### src/rtl/pipe_pkg.sv
// pipe_pkg: shared constants for the pipeline stage registers
package pipe_pkg;
    localparam int IDEX_CTRL_W = 16;
    localparam int IDEX_DATA_W = 320;
    localparam logic [IDEX_CTRL_W-1:0] BUBBLE_CTRL_DEF = '0;
    localparam int CTRL_REGWRITE = 0;
    localparam int CTRL_MEMREAD  = 1;
    localparam int CTRL_MEMWRITE = 2;
    localparam int CTRL_MEMTOREG = 3;
    localparam int CTRL_ALUSRC   = 4;
    localparam int CTRL_REGDST   = 5;
    localparam int CTRL_JALR     = 6;
    localparam int CTRL_JMP      = 7;
    localparam int CTRL_BRANCH   = 8;
    localparam int CTRL_ALUOP_LO = 9;
    localparam int CTRL_FUNCT3_LO = 11;
    localparam int CTRL_FUNCT7   = 14;
endpackage

### src/rtl/pipe_entry.sv
// pipe_entry: one valid/ctrl/data slot with load, bubble substitute and clear
module pipe_entry
    import pipe_pkg::*;
#(
    parameter int CTRL_W = IDEX_CTRL_W,
    parameter int DATA_W = IDEX_DATA_W,
    parameter logic [CTRL_W-1:0] BUBBLE_CTRL = '0
) (
    input  logic              clk,
    input  logic              rstn,
    input  logic              load,
    input  logic              bub,
    input  logic              clr,
    input  logic [CTRL_W-1:0] d_ctrl,
    input  logic [DATA_W-1:0] d_data,
    output logic              valid,
    output logic [CTRL_W-1:0] ctrl,
    output logic [DATA_W-1:0] data
);
    // clear kills the entry but leaves data untouched; load captures a payload
    always_ff @(posedge clk or negedge rstn) begin
        if (!rstn) begin
            valid <= 1'b0;
            ctrl  <= BUBBLE_CTRL;
            data  <= '0;
        end else if (clr) begin
            valid <= 1'b0;
            ctrl  <= BUBBLE_CTRL;
        end else if (load) begin
            valid <= 1'b1;
            ctrl  <= bub ? BUBBLE_CTRL : d_ctrl;
            data  <= d_data;
        end
    end
endmodule

### src/rtl/pipe_stage_reg.sv
// pipe_stage_reg: elastic pipeline register with bubble, flush and optional skid entry
module pipe_stage_reg
    import pipe_pkg::*;
#(
    parameter int CTRL_W = IDEX_CTRL_W,
    parameter int DATA_W = IDEX_DATA_W,
    parameter int SKID = 1,
    parameter logic [CTRL_W-1:0] BUBBLE_CTRL = '0,
    parameter int CNT_W = 16
) (
    input  logic              clk,
    input  logic              rstn,
    input  logic              in_valid,
    output logic              in_ready,
    input  logic [CTRL_W-1:0] in_ctrl,
    input  logic [DATA_W-1:0] in_data,
    input  logic              bubble,
    input  logic              flush,
    output logic              out_valid,
    input  logic              out_ready,
    output logic [CTRL_W-1:0] out_ctrl,
    output logic [DATA_W-1:0] out_data,
    output logic [1:0]        occupancy,
    output logic [CNT_W-1:0]  event_cnt
);
    logic accept, emit, head_load, head_clr, skid_load, skid_clr, evt;
    logic s_v;
    logic [CTRL_W-1:0] s_ctrl;
    logic [DATA_W-1:0] s_data;

    assign accept = in_valid & in_ready;
    assign emit = out_valid & out_ready;
    assign head_load = ~flush & ((accept & (~out_valid | emit)) | (emit & s_v));
    assign head_clr = flush | (emit & ~head_load);
    assign skid_load = ~flush & accept & out_valid & ~emit;
    assign skid_clr = flush | (emit & s_v);
    assign occupancy = {1'b0, out_valid} + {1'b0, s_v};
    assign evt = (accept & bubble) | (flush & (out_valid | s_v | accept));

    pipe_entry #(.CTRL_W(CTRL_W), .DATA_W(DATA_W), .BUBBLE_CTRL(BUBBLE_CTRL)) u_head (
        .clk(clk), .rstn(rstn), .load(head_load), .bub(s_v ? 1'b0 : bubble), .clr(head_clr),
        .d_ctrl(s_v ? s_ctrl : in_ctrl), .d_data(s_v ? s_data : in_data),
        .valid(out_valid), .ctrl(out_ctrl), .data(out_data)
    );

    generate
        if (SKID != 0) begin : g_skid
            logic in_ready_q;
            pipe_entry #(.CTRL_W(CTRL_W), .DATA_W(DATA_W), .BUBBLE_CTRL(BUBBLE_CTRL)) u_skid (
                .clk(clk), .rstn(rstn), .load(skid_load), .bub(bubble), .clr(skid_clr),
                .d_ctrl(in_ctrl), .d_data(in_data),
                .valid(s_v), .ctrl(s_ctrl), .data(s_data)
            );
            // in_ready registers "skid will be empty next cycle"
            always_ff @(posedge clk or negedge rstn) begin
                if (!rstn) in_ready_q <= 1'b1;
                else       in_ready_q <= ~(skid_load | (s_v & ~skid_clr));
            end
            assign in_ready = in_ready_q;
        end else begin : g_noskid
            assign s_v = 1'b0;
            assign s_ctrl = BUBBLE_CTRL;
            assign s_data = '0;
            assign in_ready = ~out_valid | out_ready;
        end
    endgenerate

    // saturating count of accepted bubbles and effective flushes
    always_ff @(posedge clk or negedge rstn) begin
        if (!rstn)                    event_cnt <= '0;
        else if (evt && ~&event_cnt)  event_cnt <= event_cnt + 1'b1;
    end
endmodule
### config.mk
export PLATFORM = sky130hd
export DESIGN_NAME = pipe_stage_reg
export DESIGN_NICKNAME = d
export VERILOG_FILES = /design/src/rtl/pipe_pkg.sv /design/src/rtl/pipe_entry.sv /design/src/rtl/pipe_stage_reg.sv
export SDC_FILE = /design/constraint.sdc
export NUM_CORES = 1
export LEC_CHECK = 0
export ABC_AREA = 0
export CAP_MARGIN = 40
export CORE_ASPECT_RATIO = 1.1
export CORE_MARGIN = 2
export CORE_UTILIZATION = 43
export DETAILED_ROUTE_END_ITERATION = 7
export PLACE_DENSITY = 0.78
export SYNTH_ARGS = -nofsm -noshare
export SYNTH_HDL_FRONTEND = slang
export SYNTH_HIERARCHICAL = 1
export SYNTH_SLANG_ARGS = --single-unit
export TNS_END_PERCENT = 20
### constraint.sdc
create_clock -name clk -period 2.83 [get_ports clk]
set_input_delay 0.566 -clock clk [delete_from_list [all_inputs] [get_ports clk]]
set_output_delay 0.566 -clock clk [all_outputs]
set_load 0.01 [all_outputs]
# --- Yosys cells after proc, flatten, opt, wreduce, memory -nomap -nowiden ---
# Index checks and enable logic that the tools add are counted.
word_totals:
  out_inout_bits: 356
  inputBits: 342
  elab_cells: 57
  reg_bits: 691
op_classes:
  bitwise_logic: 27
  n_addsub: 2
  muxes: 13
  reduce_logical: 7
ops:
  columns: ["op", "n"]
  rows:
  - ["two-way mux 320 bit", 1]
  - ["two-way mux 16 bit", 7]
  - ["adder 16 x 1 -> 16 bit, second input constant", 1]
  - ["AND reduction 16 bit", 1]
  - ["AND 1 bit", 12]
  - ["bitwise OR 1 bit", 8]
  - ["NOT 1 bit", 7]
  - ["two-way mux 1 bit", 5]
  - ["AND reduction 2 bit", 2]
  - ["nonzero test 2 bit", 2]
  - ["adder 1 x 1 -> 2 bit", 1]
  - ["logical AND 1 bit", 1]
  - ["logical NOT 1 bit", 1]

# --- Depth between registers and ports, before layout ---
depth:
  ltp_word: 10
  ltp_mapped: 10
  mapped_depth_nobuf: 6

# --- By module ---
# The synthesis kept the hierarchy.
modules_own_cells:
  columns: ["mod", "cells_per_inst", "n_inst", "seq_area_each_um2", "area_each_um2"]
  rows:
  - ["pipe_entry", 718, 2, 8433.1, 14058.5]
  - ["pipe_stage_reg", 462, 1, 426.7, 4858.4]

# --- Worst setup path after synthesis ---
# OpenSTA, ideal clock, no wires.
synth_timing:
  path_kind: "register to register"
  startpoint: "reg g_skid.u_skid.valid"
  endpoint: "reg u_head.data[100]"
  required_time_ns: 2.705
  setup_time_ns: 0.125
  path_stages_with_launch: 11
  path_slack_ns: 0.403
  path_buffers: 6
  arrival_time_ns: 2.302
  period_less_slack_ns: 2.427
  path_cell_list: "dfrtp_1 -> clkbuf_1 -> clkbuf_1 -> nand2_1 -> a221oi_1 -> buf_6 -> nor2b_4 -> buf_6 -> buf_12 -> buf_12 -> mux2_4"
synth_between:
  elab_chain_len: 8
  elab_cells_between_ends: 9
  cone_classes: "1 x mux; 7 x bitwise; 1 x reduce/logical"
synth_rtl:
  columns: ["element", "line", "text"]
  rows:
  - ["from (decl)", "pipe_entry.sv:16", "output logic valid,"]
  - ["from (signal assigned)", "pipe_entry.sv:23", "valid <= 1'b0;"]
  - ["from (signal assigned)", "pipe_entry.sv:27", "valid <= 1'b0;"]
  - ["from (signal assigned)", "pipe_entry.sv:30", "valid <= 1'b1;"]
  - ["AND 1 bit *", "pipe_stage_reg.sv:33", "assign head_load = ~flush & ((accept & (~out_valid | emit)) | (emit & s_v));"]
  - ["bitwise OR 1 bit *", "pipe_stage_reg.sv:33", null]
  - ["AND 1 bit *", "pipe_stage_reg.sv:33", null]
  - ["via head_load", "pipe_stage_reg.sv:26", "logic accept, emit, head_load, head_clr, skid_load, skid_clr, evt;"]
  - ["NOT 1 bit", "pipe_stage_reg.sv:34", "assign head_clr = flush | (emit & ~head_load);"]
  - ["AND 1 bit", "pipe_stage_reg.sv:34", null]
  - ["bitwise OR 1 bit", "pipe_stage_reg.sv:34", null]
  - ["NOT 1 bit (no line)", null, null]
  - ["AND reduction 2 bit (no line) *", null, null]
  - ["to (signal assigned)", "pipe_entry.sv:32", "data <= d_data;"]
  - ["to (decl)", "pipe_entry.sv:18", "output logic [DATA_W-1:0] data"]
# Mark *: on every way through the listed nets, which the timed path passes. The rest lies on a longest branch.
# A chain may end at the register's enable or synchronous reset.

# --- Worst setup path in the final report ---
layout_timing:
  startpoint: "reg g_skid.u_skid.valid"
  endpoint: "out occupancy[0]"
layout_between:
  elab_chain_len: 1
layout_rtl:
  columns: ["element", "line", "text"]
  rows:
  - ["adder 1 x 1 -> 2 bit", "pipe_stage_reg.sv:37", "assign occupancy = {1'b0, out_valid} + {1'b0, s_v};"]
  - ["to (decl)", "pipe_stage_reg.sv:23", "output logic [1:0] occupancy,"]
# No other way between the ends.

==> flow_summary.yaml <==
critical_path:
  critical_path_arrival_ns: 2.16
  reg2reg_from: "in_ready$_DFF_PN1_"
  ff2ff_setup_slack_ns: 0.38
  reg2reg_to: "u_head/data[15]$_DFFE_PN0P_"
  r2r_cells: 7
  cp_max_fo: 10
  crit_start: "g_skid.u_skid/valid$_DFFE_PN0P_"
  start_kind: "register"
  endpoint_kind: "output port"
  worst_ep_required_time_ns: 2.26
  crit_path_end: "occupancy[0]"
  crit_type: "register to output port"
global_route:
  grt_util_all_layers_pct: 21.2
  grt_max_degree: 153
  grt_pass1_vias: 21700
  grt-ovfl-total: 0
  antenna_found_initial: 14
  grt_pass1_wl_um: 130000
synth:
  synth_nets: 2243
  synth-seq-cells: 691
  post-synth-top-count-cell: "dfrtp_1"
  yosysTopAreaCell: "dfrtp_1"
  synth_fa_ha_area_share_pct: 0.114
  synth_enable_flop_cells: 0
  ys.warnings.count: 6
  synth.area.mux_share_pct: 40.2
  netlist_instances: 1898
  ys_top_cells_by_area: "dfrtp_1, mux2_4, mux2_2, buf_12, a32o_1"
  ys_async_sr_fraction_pct: 100
  synth_commonest_cells: "dfrtp_1, mux2_4, mux2_2"
  synth-xor-area-share_pct: 0.372
  syn_area_um2: 33000
  synth_top_family_by_area: "multiplexers"
  syn_avg_cell_area_um2: 17.4
  ys_seq_area_share_pct: 52.4
  synth_cell_type_count: 37
  yosys.area.top_type_share_pct: 52.4
  synth-simple-area-share_pct: 0.869
  synth_ff_type: "dfrtp_1"
  synth_compound_area_share_pct: 1.21
detailed_routing:
  drc: 0
  drt_first_iter_violations: 910
  ant_nets: 0
  first_pass_iters: 5
  viasPerCell: 5.10
  dr_wl_met2_um: 42100
  wl_met3_um: 6050
  wire_per_inst_um: 22.7
  drt-total-wl_um: 84800
  wl_met1_um: 33300
  highest_layer: "met5"
  num_vias: 19100
clock_tree:
  cts_tree: "done"
  numCtsBuffers: 72
  post_cts_buffers: 0
  cts_sinks: 691
  clock_path_buffers: 3
  htreeDepth: 3
  clk_pin_slew_ns: 0.06
  root_buffer: "clkbuf_16"
  clock_latency_ns: 0.60
job:
  max_cap_violations: 0
timing:
  maxSlewHeadroom_pct: 22.7
  holdWs_ns: 0.490
  final-hold-violation-count: 0
  slew_viol_final: 0
  tightest_slew_ns: 1.16
  skew_ns: 0.0226
  setup_viol_count_final: 0
  rsz0062_at_grt: "false"
  layout_setup_ws_ns: 0.101
  fin_crit_ns: 2.73
  period_share_pct: 96.4
  max_freq_ghz: 0.366
layout:
  multi_input_area_um2: 14100
  fin_nets: 2997
  register_area_um2: 17300
  final_cells: 3741
  syn_to_final_growth_pct: 31.4
  fill_cells: 5758
  drive_above_1_share_pct: 44.6
floorplanning:
  rows: 106
  die_x_um: 268
  die_y_um: 294
  start_util_pct: 43.4
  pin_count: 698
  design.core.area_um2: 76000
  die-area_um2: 78900
power:
  cellLeakagePower_nw: 18.9
  vdd_ir_drop_max_mv: 0.550
  p_per_area_nw_per_um2: 783
place:
  dp.cells: 3603
  gp_congestion: 0.838
  dp_hpwl_um: 59400
  portBuffers: 697
  dpl_worst_slack_ns: -0.0776
outcome:
  status: "completed"
hold_path:
  hold_class: "register to register"
routing by layer:
layer,GRT usage (%),up-vias
met5,0,-
met2,35.7,612
met3,6.11,176
li1,-,8367
met4,9.17,8
met1,25.0,9932
worst max-delay path: stages, from the launching register on:
cell	delay, ns
dfrtp_4	0.45
buf_6	0.18
inv_1	0.07
ha_1	0.32
clkdlybuf4s50_1	0.55
metrics by stage:
stage               power [mW]  cell area, um^2  util [%]  TNS, ns
floorplan                 19.1            33000         -        0
global placement          23.7            40800      53.7    -4.87
detailed placement        24.1            40800      53.8    -3.85
CTS                       34.2            43300      57.0        0
global route              35.3            43300      57.0        0
finish                    33.9            43300      57.0        0
final cells by class:
type                    instances  area share [%]
inverters                       3          0.0260
multi-input cells            1085            32.6
flip-flops and latches        691            39.9
repair buffers                799            18.8
well taps                    1026            2.96
clock buffers                  98            4.66
diodes                          9          0.0520
clock inverters                30           0.959
power by group:
| group | internal [mW] | leakage (nW) | switching (mW) |
|---|---|---|---|
| Sequential | 12.5 | 8.61 | 1.78 |
| Combinational | 6.54 | 9.05 | 3.17 |
| Clock | 5.85 | 1.19 | 4.02 |
worst min-delay path by stage:
| stage | startpoint | end | slack [ns] | cells after the start |
|---|---|---|---|---|
| global placement | g_skid.u_skid/ctrl[7]$_DFFE_PN0P_ | g_skid.u_skid/ctrl[7]$_DFFE_PN0P_ | 0.47 | 1 |
| global route | rstn | u_head/data[269]$_DFFE_PN0P_ | 0.51 | 2 |
| floorplan | rstn | event_cnt[0]$_DFFE_PN0P_ | 0.27 | 0 |
| detailed placement | g_skid.u_skid/ctrl[1]$_DFFE_PN0P_ | g_skid.u_skid/ctrl[1]$_DFFE_PN0P_ | 0.48 | 1 |
| finish | g_skid.u_skid/ctrl[11]$_DFFE_PN0P_ | g_skid.u_skid/ctrl[11]$_DFFE_PN0P_ | 0.49 | 1 |
| CTS | rstn | g_skid.u_skid/data[271]$_DFFE_PN0P_ | 0.49 | 2 |
state kept, by name, summed over array words and instances (netlist names):
name and cells:
g_skid.u_skid/ctrl 16, u_head/ctrl 16, u_head/data 320, g_skid.u_skid/data 320, event_cnt 16, g_skid.u_skid/valid 1
in_ready 1, u_head/valid 1
logic make-up after synthesis:
family                   count (synthesis)
AND/OR/NAND/NOR                         47
multiplexers                           977
adder cells (fa/ha/maj)                  3
XOR/XNOR                                14
buffers and inverters                  122
flip-flops                             691
AO/OA/AOI/OAI                           44
cell usage in the layout (no fill, tap or decap), types with 9 or more instances in the layout:
cell type / instances
xnor2_1: 12
bufinv_16: 9
mux2_4: 601
diode_2: 9
buf_12: 32
mux2_2: 376
clkdlybuf4s50_1: 696
a32o_1: 32
dfrtp_1: 689
clkbuf_16: 72
buf_4: 67
clkinv_2: 11
nor2_1: 12
clkbuf_1: 14
clkbuf_8: 12
what timing repair did:
action                                  4_1_cts  5_1_grt
gates resized for setup                       2        0
endpoints found under the hold margin        54        0
hold buffers                                  1        0
endpoints found under the setup margin        1        0
Note: power is estimated with default switching activity, not from simulation.
